--- config.mk ---
export PLATFORM = sky130hd
export DESIGN_NAME = serial_subtractor_8bit_flat
export DESIGN_NICKNAME = d
export VERILOG_FILES = /design/src/rtl/serial_subtractor_8bit_pkg.sv /design/src/rtl/serial_subtractor_8bit_if.sv /design/src/rtl/serial_subtractor_8bit_full_subtractor.sv /design/src/rtl/serial_subtractor_8bit.sv /design/src/flat_wrapper.sv
export SDC_FILE = /design/constraint.sdc
export NUM_CORES = 1
export LEC_CHECK = 0
export BUFFER_PORTS_ARGS = -buffer_cell sky130_fd_sc_hd__buf_2
export CAP_MARGIN = 20
export CORE_MARGIN = 1.5
export CORE_UTILIZATION = 55
export CTS_CLUSTER_SIZE = 25
export DETAILED_ROUTE_END_ITERATION = 10
export PLACE_DENSITY = 0.86
export RECOVER_POWER = 25
export SETUP_SLACK_MARGIN = 0.5
export SLEW_MARGIN = 5
export SYNTH_ARGS = -nofsm -noshare
export SYNTH_HDL_FRONTEND = slang
export SYNTH_SLANG_ARGS = --single-unit
--- constraint.sdc ---
create_clock -name clk -period 1.97 [get_ports clk]
set_input_delay 0.394 -clock clk [delete_from_list [all_inputs] [get_ports clk]]
set_output_delay 0.394 -clock clk [all_outputs]
set_load 0.02 [all_outputs]
--- src/rtl/serial_subtractor_8bit_pkg.sv ---
// Shared definitions for the bit-serial subtractor: default operand width,
// FSM state encoding, result-flag bundle and the bit-counter sizing helper.
package serial_subtractor_8bit_pkg;

    localparam int WIDTH_DEFAULT = 8;

    // FSM state encoding (kept as plain constants for legacy tools)
    localparam logic [1:0] ST_IDLE  = 2'd0;
    localparam logic [1:0] ST_SHIFT = 2'd1;
    localparam logic [1:0] ST_DONE  = 2'd2;

    // Status flags published alongside the difference
    typedef struct packed {
        logic bo;   // unsigned borrow-out
        logic v;    // signed overflow
    } flags_t;

    // Width of a counter that must hold 0 .. w-1 (at least one bit)
    function automatic int cnt_width(input int w);
        int r;
        r = $clog2(w);
        if (r < 1) r = 1;
        return r;
    endfunction

endpackage

--- src/rtl/serial_subtractor_8bit_if.sv ---
// Request/result bundle of the serial subtractor.
//   start, A, B, Bi : request side (driven by the master)
//   D, Bo, V        : result and flags, held between operations
//   busy, done      : progress status (done is a one-cycle pulse)
interface serial_subtractor_8bit_if
    import serial_subtractor_8bit_pkg::*;
#(
    parameter int WIDTH = WIDTH_DEFAULT
);
    logic             start;
    logic [WIDTH-1:0] A;
    logic [WIDTH-1:0] B;
    logic             Bi;
    logic [WIDTH-1:0] D;
    logic             Bo;
    logic             V;
    logic             busy;
    logic             done;

    modport master (
        output start, A, B, Bi,
        input  D, Bo, V, busy, done
    );

    modport slave (
        input  start, A, B, Bi,
        output D, Bo, V, busy, done
    );
endinterface

--- src/rtl/serial_subtractor_8bit_full_subtractor.sv ---
// One-bit full subtractor cell: computes a - b - bin.
//   a, b, bin : minuend bit, subtrahend bit, borrow-in
//   d, bout   : difference bit, borrow-out
module full_subtractor (
    input  logic a,
    input  logic b,
    input  logic bin,
    output logic d,
    output logic bout
);
    assign d    = a ^ b ^ bin;
    // Borrow when b exceeds a, or when a == b and a borrow is pending
    assign bout = (~a & b) | (~(a ^ b) & bin);
endmodule

--- src/rtl/serial_subtractor_8bit.sv ---
// Bit-serial subtractor: D = A - B - Bi (mod 2^WIDTH), one bit per cycle, LSB
// first, through a single full_subtractor cell.
//   clk, rst : clock and asynchronous active-high reset
//   bus      : request (start, A, B, Bi) and result (D, Bo, V, busy, done)
//
// state    | meaning
// ---------+------------------------------------------------------------
// ST_IDLE  | waiting for start; operands captured on the accepting edge
// ST_SHIFT | WIDTH cycles, one difference bit per cycle (busy=1)
// ST_DONE  | one-cycle done pulse, results valid; back to IDLE next edge
module serial_subtractor_8bit
    import serial_subtractor_8bit_pkg::*;
#(
    parameter int WIDTH = WIDTH_DEFAULT
) (
    input  logic                    clk,
    input  logic                    rst,
    serial_subtractor_8bit_if.slave bus
);
    localparam int               CNT_W    = cnt_width(WIDTH);
    localparam logic [CNT_W-1:0] CNT_LAST = CNT_W'(WIDTH - 1);

    logic [1:0]       state_q, state_d;
    logic [CNT_W-1:0] cnt_q, cnt_d;
    logic [WIDTH-1:0] a_sh_q, a_sh_d;
    logic [WIDTH-1:0] b_sh_q, b_sh_d;
    logic [WIDTH-1:0] res_q, res_d;
    logic             borrow_q, borrow_d;
    logic [WIDTH-1:0] d_out_q, d_out_d;
    flags_t           flags_q, flags_d;

    logic             cell_d;
    logic             cell_bout;

    // Operand shift registers move right, so bit 0 is always the current bit
    full_subtractor u_cell (
        .a    (a_sh_q[0]),
        .b    (b_sh_q[0]),
        .bin  (borrow_q),
        .d    (cell_d),
        .bout (cell_bout)
    );

    always_comb begin
        state_d  = state_q;
        cnt_d    = cnt_q;
        a_sh_d   = a_sh_q;
        b_sh_d   = b_sh_q;
        res_d    = res_q;
        borrow_d = borrow_q;
        d_out_d  = d_out_q;
        flags_d  = flags_q;

        case (state_q)
            ST_IDLE: begin
                if (bus.start) begin
                    a_sh_d   = bus.A;
                    b_sh_d   = bus.B;
                    borrow_d = bus.Bi;
                    res_d    = '0;
                    cnt_d    = '0;
                    state_d  = ST_SHIFT;
                end
            end
            ST_SHIFT: begin
                a_sh_d   = a_sh_q >> 1;
                b_sh_d   = b_sh_q >> 1;
                borrow_d = cell_bout;
                res_d    = {cell_d, res_q[WIDTH-1:1]};
                cnt_d    = cnt_q + CNT_W'(1);
                if (cnt_q == CNT_LAST) begin
                    cnt_d      = '0;
                    state_d    = ST_DONE;
                    // Last bit: shift registers still hold the operand MSBs,
                    // and cell_d is the result MSB.
                    d_out_d    = {cell_d, res_q[WIDTH-1:1]};
                    flags_d.bo = cell_bout;
                    flags_d.v  = (a_sh_q[0] ^ b_sh_q[0]) & (cell_d ^ a_sh_q[0]);
                end
            end
            ST_DONE: begin
                state_d = ST_IDLE;
            end
            default: begin
                state_d = ST_IDLE;
            end
        endcase
    end

    always_ff @(posedge clk or posedge rst) begin
        if (rst) begin
            state_q  <= ST_IDLE;
            cnt_q    <= '0;
            a_sh_q   <= '0;
            b_sh_q   <= '0;
            res_q    <= '0;
            borrow_q <= 1'b0;
            d_out_q  <= '0;
            flags_q  <= '0;
        end else begin
            state_q  <= state_d;
            cnt_q    <= cnt_d;
            a_sh_q   <= a_sh_d;
            b_sh_q   <= b_sh_d;
            res_q    <= res_d;
            borrow_q <= borrow_d;
            d_out_q  <= d_out_d;
            flags_q  <= flags_d;
        end
    end

    assign bus.D    = d_out_q;
    assign bus.Bo   = flags_q.bo;
    assign bus.V    = flags_q.v;
    assign bus.busy = (state_q == ST_SHIFT);
    assign bus.done = (state_q == ST_DONE);

endmodule
--- src/flat_wrapper.sv ---
// flat-port wrapper written by rule: the top's interface ports become plain ports
module serial_subtractor_8bit_flat import serial_subtractor_8bit_pkg::*;
#(
    parameter int WIDTH = WIDTH_DEFAULT
)
  (clk, rst, bus_start, bus_A, bus_B, bus_Bi, bus_D, bus_Bo, bus_V, bus_busy, bus_done);
  serial_subtractor_8bit_if #(.WIDTH(WIDTH)) bus_i ();
  input  logic clk;
  input  logic rst;
  input wire logic [$bits(bus_i.start)-1:0] bus_start;
  input wire logic [$bits(bus_i.A)-1:0] bus_A;
  input wire logic [$bits(bus_i.B)-1:0] bus_B;
  input wire logic [$bits(bus_i.Bi)-1:0] bus_Bi;
  output wire logic [$bits(bus_i.D)-1:0] bus_D;
  output wire logic [$bits(bus_i.Bo)-1:0] bus_Bo;
  output wire logic [$bits(bus_i.V)-1:0] bus_V;
  output wire logic [$bits(bus_i.busy)-1:0] bus_busy;
  output wire logic [$bits(bus_i.done)-1:0] bus_done;
  assign bus_i.start = bus_start;
  assign bus_i.A = bus_A;
  assign bus_i.B = bus_B;
  assign bus_i.Bi = bus_Bi;
  assign bus_D = bus_i.D;
  assign bus_Bo = bus_i.Bo;
  assign bus_V = bus_i.V;
  assign bus_busy = bus_i.busy;
  assign bus_done = bus_i.done;
  serial_subtractor_8bit #(.WIDTH(WIDTH)) u_core (.clk(clk), .rst(rst), .bus(bus_i));
endmodule
======== Word level (Yosys, flattened, before mapping) ========
Cells that the tools add are included.
operators by class
  add/subtract/negate cells ............... 1
  equal/unequal tests ..................... 5
  mux-type cells .......................... 14
  bitwise operators ....................... 9
  reductions and logical operators ........ 5
operators with widths
  operator             count
  $pmux 8 s2           3
  $mux 8               3
  $mux 3               2
  $pmux 3 s2           1
  $reduce_and 2->1     3
  $mux 2               2
  $pmux 2 s2           1
  $add 3x1->3 const B  1
  $and 1x1->1          3
  $eq 3x3->1 const B   1
  $xor 1x1->1          3
  $eq 2x1->1 const B   1
  $eq 2x2->1 const B   1
  $logic_not 2->1      1
  $ne 2x1->1 const B   1
  $ne 2x2->1 const B   1
  $not 1->1            2
  $pmux 1 s2           1
  $reduce_bool 2->1    1
  $mux 1               1
  $or 1x1->1           1
word-level totals
  bits in registers ....................... 40
  bits of input ports ..................... 20
  output and inout bits ................... 12
  logic and storage cells ................. 43

======== Depth between registers and ports, before layout ========
Gate-level depths: netlist (run 1).
  depth in word-level cells ............... 5
  mapped depth ............................ 5
  depth with buffers taken out ............ 4

======== Cells and area by module ========
Synthesis (run 1) repeated with hierarchy kept, for this count alone.
second synthesis, totals
  cell total of the unflattened synthesis .. 137
  area, all modules ....................... 1,684.1 sq um
modules (own cells, without submodules)
  module                  instances  cells an instance  area each (sq um)  seq. area each (sq um)
  serial_subtractor_8bit  1          133                1,652.8            975.9
  full_subtractor         1          4                  31.3               0.0

======== Worst setup path before layout (run 1) ========
Ideal clock, no wire load.
  path kind ............................... reg2out
  start ................................... register u_core.state_q[1]
  end ..................................... output port bus_done
  arrival time ............................ 1.072 ns
  data required time ...................... 1.576 ns
  setup slack ............................. 0.504 ns
  stages on the path, launching flop included .. 4
  buffers on the path ..................... 2
  cells stage by stage .................... dfrtp_1 > buf_6 > clkbuf_1 > nor2b_1
on the way
  longest elaborated chain between the ends .. 1
RTL lines
  what                    line                           RTL
  start, declared         serial_subtractor_8bit.sv:23   logic [1:0] state_q, state_d;
  start signal, assigned  serial_subtractor_8bit.sv:101  state_q <= state_d;
  $eq 2x2->1              serial_subtractor_8bit.sv:116  assign bus.done = (state_q == ST_DONE);
  end, declared           flat_wrapper.sv:18             output wire logic [$bits(bus_i.done)-1:0] bus_done;
No other way between the ends.

======== Worst setup path after layout (run 1) ========
  start ................................... register u_core.state_q[0]
  end ..................................... output port bus_busy
on the way
  longest elaborated chain between the ends .. 1
RTL lines
  what           line                           RTL
  $eq 2x1->1     serial_subtractor_8bit.sv:115  assign bus.busy = (state_q == ST_SHIFT);
  end, declared  flat_wrapper.sv:17             output wire logic [$bits(bus_i.busy)-1:0] bus_busy;
No other way between the ends.

==> results_dict.tcl, run 1 <==
set metrics [dict create \
    run_status "finished clean" \
    peakVddDrop_v 0.000791 \
    netlist_area_um2 1890 \
    clkSinkCount 39 \
    area_growth_pct 21.5 \
    start_util_pct 57.0 \
    ys_types 27 \
    min_period_over_period_pct 76.5 \
    drive_gt1_share_pct 41.1 \
    min_period_ns 1.51 \
    cts_buffers 5 \
    cts-hold-fix-buffers 0 \
    die_w_um 61.6 \
    vias 1396 \
    critical_path.max_fanout 4 \
    clkTransAtPathRegs_ns 0.12 \
    rr_worst_depth 4 \
    dr.pass1.iters 4 \
    critPathCaptureType "primary output" \
    diodes 0 \
    grt_max_degree 19 \
    ant_nets 0 \
    worstPathRequired_ns 1.58 \
    async_reset_ff_share_pct 100 \
    gp_congestion 0.787 \
    nets 220 \
    fp-row-count 21 \
    grtUsageTotal_pct 23.2 \
    hold_violations 0 \
    die_height_um 61.6 \
    ys_warn_count 0 \
    die_area_um2 3790 \
    synth_cells 151 \
    coreArea_um2 3310 \
    drt_iter0_drc 56 \
    clockRootBuffer "clkbuf_4" \
    slew_headroom_pct 49.1 \
    leakage_nw 1.11 \
    grt_pass1_vias 1368 \
    finalSetupViolations 0 \
    antenna_found_initial 0 \
    critical_path_class "reg2out" \
    tightest_slew_ns 0.763 \
    arrival_ns 1.11 \
    cellPowerDensity_nw_per_um2 1560 \
    final_common_cell "dfrtp_1" \
    finClkSkew_ns 0.0101 \
    synth_nets 175 \
    ys_seq_elements 39 \
    start_kind "register" \
    hold_path.class "in2async" \
    clk_path_buf_depth 2 \
    final_cell_mix "dfrtp_1 (37), buf_2 (29), buf_4 (19), inv_1 (16), nor3b_1 (14)" \
    io_pins 32 \
    rsz0062_at_grt "yes" \
    h-tree-depth 2 \
    io_buffers 31 \
    cts_tree "done" \
    maxCapViolations 0 \
    synthFlopType "dfrtp_1" \
    wire_per_inst_um 16.2 \
    viasPerCell 5.74 \
    clkLatencyLatePin_ns 0.35 \
    grt_overflow 0 \
    fmax_ghz 0.664 \
    avgSynthCellArea_um2 12.5 \
    fin_tns_setup_ns 0 \
    drc 0 \
    dpl.hpwl_um 2550 \
    place_area_um2 2080 \
    design_power_total_mw 3.58 \
    synth_edf_count 0 \
    maxSlewViolCount 0 \
    grt_pass1_wl_um 6290 \
    fillers 273 \
    final_cell_area_um2 2290 \
    drt-total-wl_um 3940 \
    ys_seq_area_share_pct 51.7 \
]
-- path summary, 6_finish.rpt --
check                                    endpoint  slack, ns              start
worst max-delay path                     bus_busy       0.46  u_core.state_q[0]
worst min-delay path              u_core.bus.D[5]       0.03                rst
worst max register to register    u_core.bus.D[7]       0.52   u_core.b_sh_q[0]
worst min register to register    u_core.bus.D[3]       0.51    u_core.bus.D[3]
max in group asynchronous       u_core.state_q[1]       0.86                rst
min in group clk                 u_core.b_sh_q[7]       0.26           bus_B[7]
-- what timing repair did --
| item | CTS | global route |
|---|---|---|
| resized for setup | 7 | 10 |
| setup buffers | 8 | 1 |
| setup endpoints to repair | 12 | 15 |
| cloned | 1 | 0 |
| pin swaps | 2 | 2 |
-- sequential cells by signal, indices dropped and copies added (netlist names) --
signal,flops
u_core.a_sh_q,8
u_core.b_sh_q,8
u_core.bus.D,8
u_core.res_q,7
u_core.cnt_q,3
u_core.state_q,2
u_core.borrow_q,1
u_core.bus.Bo,1
u_core.bus.V,1
-- cells in the mapped netlist, types with 2 or more instances --
| cell type | number | area [um^2] |
|---|---|---|
| clkbuf_1 | 2 | 7.51 |
| buf_2 | 4 | 20.0 |
| nand2b_1 | 2 | 12.5 |
| inv_1 | 18 | 67.6 |
| a22o_1 | 12 | 105 |
| a211oi_1 | 14 | 105 |
| nor4b_1 | 15 | 131 |
| nor3b_1 | 14 | 105 |
| buf_6 | 4 | 45.0 |
| dfrtp_1 | 39 | 976 |
| mux2_4 | 7 | 105 |
| nor2b_1 | 2 | 12.5 |
| buf_4 | 2 | 15.0 |
| ha_1 | 3 | 37.5 |
-- layout make-up --
| class | instances | area, um^2 | share of cell area (%) |
|---|---|---|---|
| sequential | 39 | 978 | 42.6 |
| multi-input combinational | 82 | 820 | 35.7 |
| timing repair buffer | 50 | 303 | 13.2 |
| clock buffer | 8 | 68.8 | 3.00 |
| inverter | 18 | 67.6 | 2.94 |
| tap | 46 | 57.6 | 2.51 |
-- through the flow --
stage / utilization, % / setup slack (ns) / hold WS, ns / instances
after CTS: 67.9 / 0.452 / 0.0443 / 242
after floorplan: - / 0.504 / 0.466 / 151
after global placement: 62.9 / 0.492 / 0.406 / 225
after global routing: 69.3 / 0.407 / 0.0456 / 243
after detailed placement: 62.9 / 0.444 / 0.424 / 225
final: 69.3 / 0.463 / 0.0329 / 243
-- power breakdown --
| part | leakage [nW] | switching (mW) | internal [mW] |
|---|---|---|---|
| logic | 0.600 | 0.835 | 0.856 |
| clock network | 0.0386 | 0.255 | 0.210 |
| registers | 0.472 | 0.251 | 1.17 |
-- critical path, stage by stage (launching register included) --
cell and delay (ns):
dfrtp_2 0.45, nor2b_4 0.19, buf_6 0.12
-- logic make-up (layout without fill, tap and decap cells) --
kind of cell | Yosys count | after routing | synth area share [%]
adders and majority gates | 4 | 4 | 3.05
AOI/OAI and AO/OA | 30 | 30 | 13.4
muxes | 9 | 9 | 6.69
buffers and inverters | 31 | 76 | 8.48
and+or+nand+nor | 37 | 38 | 16.2
xor gates and xnor gates | 1 | 1 | 0.464
DFF | 39 | 39 | 51.7
-- per-layer routing --
layer | share of wire (%) | vias up | track usage [%] | wire length, um
met5 | 0 | - | 0 | 0
met4 | 1.5 | 0 | 7.90 | 61
met3 | 4.8 | 8 | 6.72 | 189
met2 | 54 | 48 | 40.8 | 2110
met1 | 40 | 704 | 27.0 | 1580
li1 | - | 636 | - | -
(Power assumes the default switching activity.)
==> inputs of run 2 (changes only) <==
==> constraint.sdc (replaced) <==
create_clock -name clk -period 1.4 [get_ports clk]
set_input_delay 0.28 -clock clk [delete_from_list [all_inputs] [get_ports clk]]
set_output_delay 0.28 -clock clk [all_outputs]
set_load 0.02 [all_outputs]
==> run 2 against run 1 <==
  * The run now fails in 5_1_grt
  * Synthesized cell count stayed put
  * Synthesized area unchanged
==> results_dict.tcl, run 2 <==
set metrics [dict create \
    netlist_area_um2 1890 \
    die_height_um 61.6 \
    place_ws_ns -0.0762 \
    synth_cells 151 \
    tool.error "[ERROR GRT-0232] Routing congestion too high. Check the congestion heatmap in the GUI." \
    postGrtWorstEndpoint "u_core.bus.V$_DFFE_PP0P_/D" \
    die_w_um 61.6 \
    synth_edf_count 0 \
    dp.cells 228 \
    synth_nets 175 \
    fp-row-count 21 \
    ys_seq_elements 39 \
    start_util_pct 57.0 \
    grtUsageTotal_pct 75.4 \
    worst-ep-kind "register input" \
    synth_common_cells "dfrtp_1 (39), inv_1 (18), nor4b_1 (15)" \
    ys_top_cells_by_area "dfrtp_1 (52%), nor4b_1 (7.0%), a211oi_1 (5.6%)" \
    dpl.hpwl_um 2660 \
    ys_warn_count 0 \
    antenna_found_initial 1 \
    clockRootBuffer "clkbuf_4" \
    h-tree-depth 2 \
    clkSinkCount 39 \
    grt_overflow 47 \
    gp_congestion 0.761 \
    synth_largest_area_cell "dfrtp_1" \
    yosys.cell_count.top_type "dfrtp_1" \
    run_status "stopped before the end" \
    grt_max_degree 23 \
    clk_path_buf_depth 2 \
    synth_top_cell_area_share_pct 51.7 \
    synthFlopType "dfrtp_1" \
    ys_seq_area_share_pct 51.7 \
    stop_stage "5_1_grt" \
    ys_types 27 \
    io_pins 32 \
    async_reset_ff_share_pct 100 \
    avgSynthCellArea_um2 12.5 \
    io_buffers 31 \
    cts_buffers 5 \
]
run 2: per-stage QoR:
stage | cell area (um^2) | util [%] | TNS (ns)
4_1_cts | 3050 | 92.3 | -0.250
3_5_place_dp | 2420 | 73.1 | -0.105
3_3_place_gp | 2420 | 73.1 | 0
2_1_floorplan | 2250 | - | 0
run 2: layer usage:
layer  track usage [%]  GRT overflow
met1              74.9             1
met2              94.7            36
met3              54.2             0
met4              82.1            10
met5              8.57             0
run 2: cells by family after synthesis:
kind of cell / synth area share, %
adders and majority gates: 3.05
and+or+nand+nor: 16.2
buffers and inverters: 8.48
xor gates and xnor gates: 0.464
AOI/OAI and AO/OA: 13.4
muxes: 6.69
DFF: 51.7
run 2: repair_timing:
action,CTS
gates resized for setup,65
gates cloned,4
hold endpoints to repair,17
pin swaps,15
setup buffers,24
setup endpoints to repair,51
==> inputs of run 3 (changes only) <==
--- a/config.mk
+++ b/config.mk
@@ -8,12 +8,10 @@
 export BUFFER_PORTS_ARGS = -buffer_cell sky130_fd_sc_hd__buf_2
 export CAP_MARGIN = 20
 export CORE_MARGIN = 1.5
-export CORE_UTILIZATION = 55
-export CTS_CLUSTER_SIZE = 25
+export CORE_UTILIZATION = 40
 export DETAILED_ROUTE_END_ITERATION = 10
-export PLACE_DENSITY = 0.86
+export PLACE_DENSITY_LB_ADDON = 0.15
 export RECOVER_POWER = 25
-export SETUP_SLACK_MARGIN = 0.5
 export SLEW_MARGIN = 5
 export SYNTH_ARGS = -nofsm -noshare
 export SYNTH_HDL_FRONTEND = slang
==> run 3 against run 2 <==
  * The flow now finishes, with violations (setup timing)
==> results_dict.tcl, run 3 (synthesized netlist as in run 1, its figures left out) <==
set metrics [dict create \
    finalSetupViolations 2 \
    rsz0062_at_grt "yes" \
    fmax_ghz 0.709 \
    grt_overflow 0 \
    design_power_total_mw 5.40 \
    place_area_um2 2130 \
    fin_tns_setup_ns -0.0183 \
    area_growth_pct 28.4 \
    critical_path.max_fanout 3 \
    clockRootBuffer "clkbuf_8" \
    drt-total-wl_um 4100 \
    start_util_pct 42.5 \
    coreArea_um2 4440 \
    cts_tree "done" \
    wire_per_inst_um 16.0 \
    dr.pass1.iters 6 \
    leakage_nw 1.19 \
    vias 1357 \
    final_common_cell "dfrtp_1" \
    arrival_ns 1.59 \
    slew_headroom_pct 34.5 \
    setup_slack_ns -0.0104 \
    drt_iter0_drc 81 \
    drc 0 \
    final_cell_mix "dfrtp_1 (37), buf_2 (29), buf_4 (22), inv_1 (17)" \
    finalHoldWorstSlack_ns 0.205 \
    die_height_um 71.7 \
    grt_pass1_wl_um 6930 \
    final_cells 256 \
    die_w_um 71.7 \
    clkLatencyLatePin_ns 0.29 \
    min_period_ns 1.41 \
    grt_pass1_vias 1424 \
    run_status "complete, but fails checks" \
    grtUsageTotal_pct 17.4 \
    critical_path_class "reg2reg" \
    path_buf_inv 1 \
    cts_buffers 5 \
    clkSinkCount 39 \
    maxCapViolations 0 \
    hold_violations 0 \
    ant_nets 0 \
    worstPathRequired_ns 1.58 \
    start_kind "register" \
    violations "setup timing" \
    grt_max_degree 40 \
    dpl.hpwl_um 2500 \
    gp_congestion 0.771 \
    slowest_stage "fa_1" \
    final_cell_area_um2 2420 \
    tightest_slew_ns 0.982 \
    io_pins 32 \
    h-tree-depth 2 \
    hold_path.class "in2reg" \
    io_buffers 31 \
    peakVddDrop_v 0.000787 \
    drive_gt1_share_pct 41.7 \
    die_area_um2 5140 \
    critPathCaptureType "register" \
    nets 227 \
    viasPerCell 5.30 \
    dp.cells 235 \
    min_period_over_period_pct 101 \
    clk_path_buf_depth 2 \
    maxSlewViolCount 0 \
    finClkSkew_ns 0.00354 \
    diodes 0 \
    cellPowerDensity_nw_per_um2 2230 \
    cp_slowest_stage_delay_ns 0.52 \
    antenna_found_initial 0 \
    fp-row-count 24 \
    crit_chain "inv_2 > fa_1 > xor2_1 > a32o_1" \
    cp_top_family "adder cells" \
    clkTransAtPathRegs_ns 0.08 \
]
-- run 3: report_power, final --
part	switching, mW	internal (mW)	leakage, nW	total (mW)
sequential	0.326	1.65	0.472	1.98
combinational	1.17	1.41	0.668	2.58
clock	0.393	0.450	0.0515	0.843
-- run 3: repair_timing --
| item | 4_1_cts | 5_1_grt |
|---|---|---|
| cloned | 2 | 1 |
| hold buffers | 0 | 0 |
| buffers inserted | 6 | 4 |
| endpoints found under the hold margin | 0 | 0 |
| resized for setup | 10 | 6 |
| pin swaps | 4 | 4 |
| endpoints found under the setup margin | 30 | 35 |
-- run 3: final cells by class --
type | count | area [um^2]
repair buffers | 56 | 384
fillers | 398 | 2020
flip-flops and latches | 39 | 978
clock buffers | 8 | 100
well taps | 52 | 65.1
multi-input cells | 83 | 830
inverters | 18 | 67.6
-- run 3: layer usage --
metal | track usage [%] | part of all wire [%]
met1 | 23.0 | 46
met2 | 27.5 | 50
met3 | 4.92 | 3.3
met4 | 6.29 | 1.6
met5 | 0 | 0
-- run 3: path summary, 6_finish.rpt --
path | to | slack [ns] | start | depth (start not counted)
max | u_core.bus.V | -0.01 | u_core.b_sh_q[0] | 4
min | u_core.b_sh_q[7] | 0.20 | bus_B[7] | 2
max reg2reg | u_core.bus.V | -0.01 | u_core.b_sh_q[0] | 4
min reg2reg | u_core.bus.V | 0.50 | u_core.bus.V | 1
max in group asynchronous | u_core.state_q[1] | 0.44 | rst | 3
min in group asynchronous | u_core.b_sh_q[7] | 0.28 | rst | 3
-- run 3: worst register-to-register path: stages (launching register included) --
cell and delay (ns):
dfrtp_1 0.36, inv_2 0.05, fa_1 0.52, xor2_1 0.16, a32o_1 0.22
-- run 3: through the flow --
step,worst slack (ns),util [%]
2_1_floorplan,0.00217,-
3_3_place_gp,-0.0174,47.8
3_5_place_dp,-0.0686,47.8
4_1_cts,-0.0317,52.8
5_1_grt,-0.0706,54.6
6_report,-0.0104,54.6
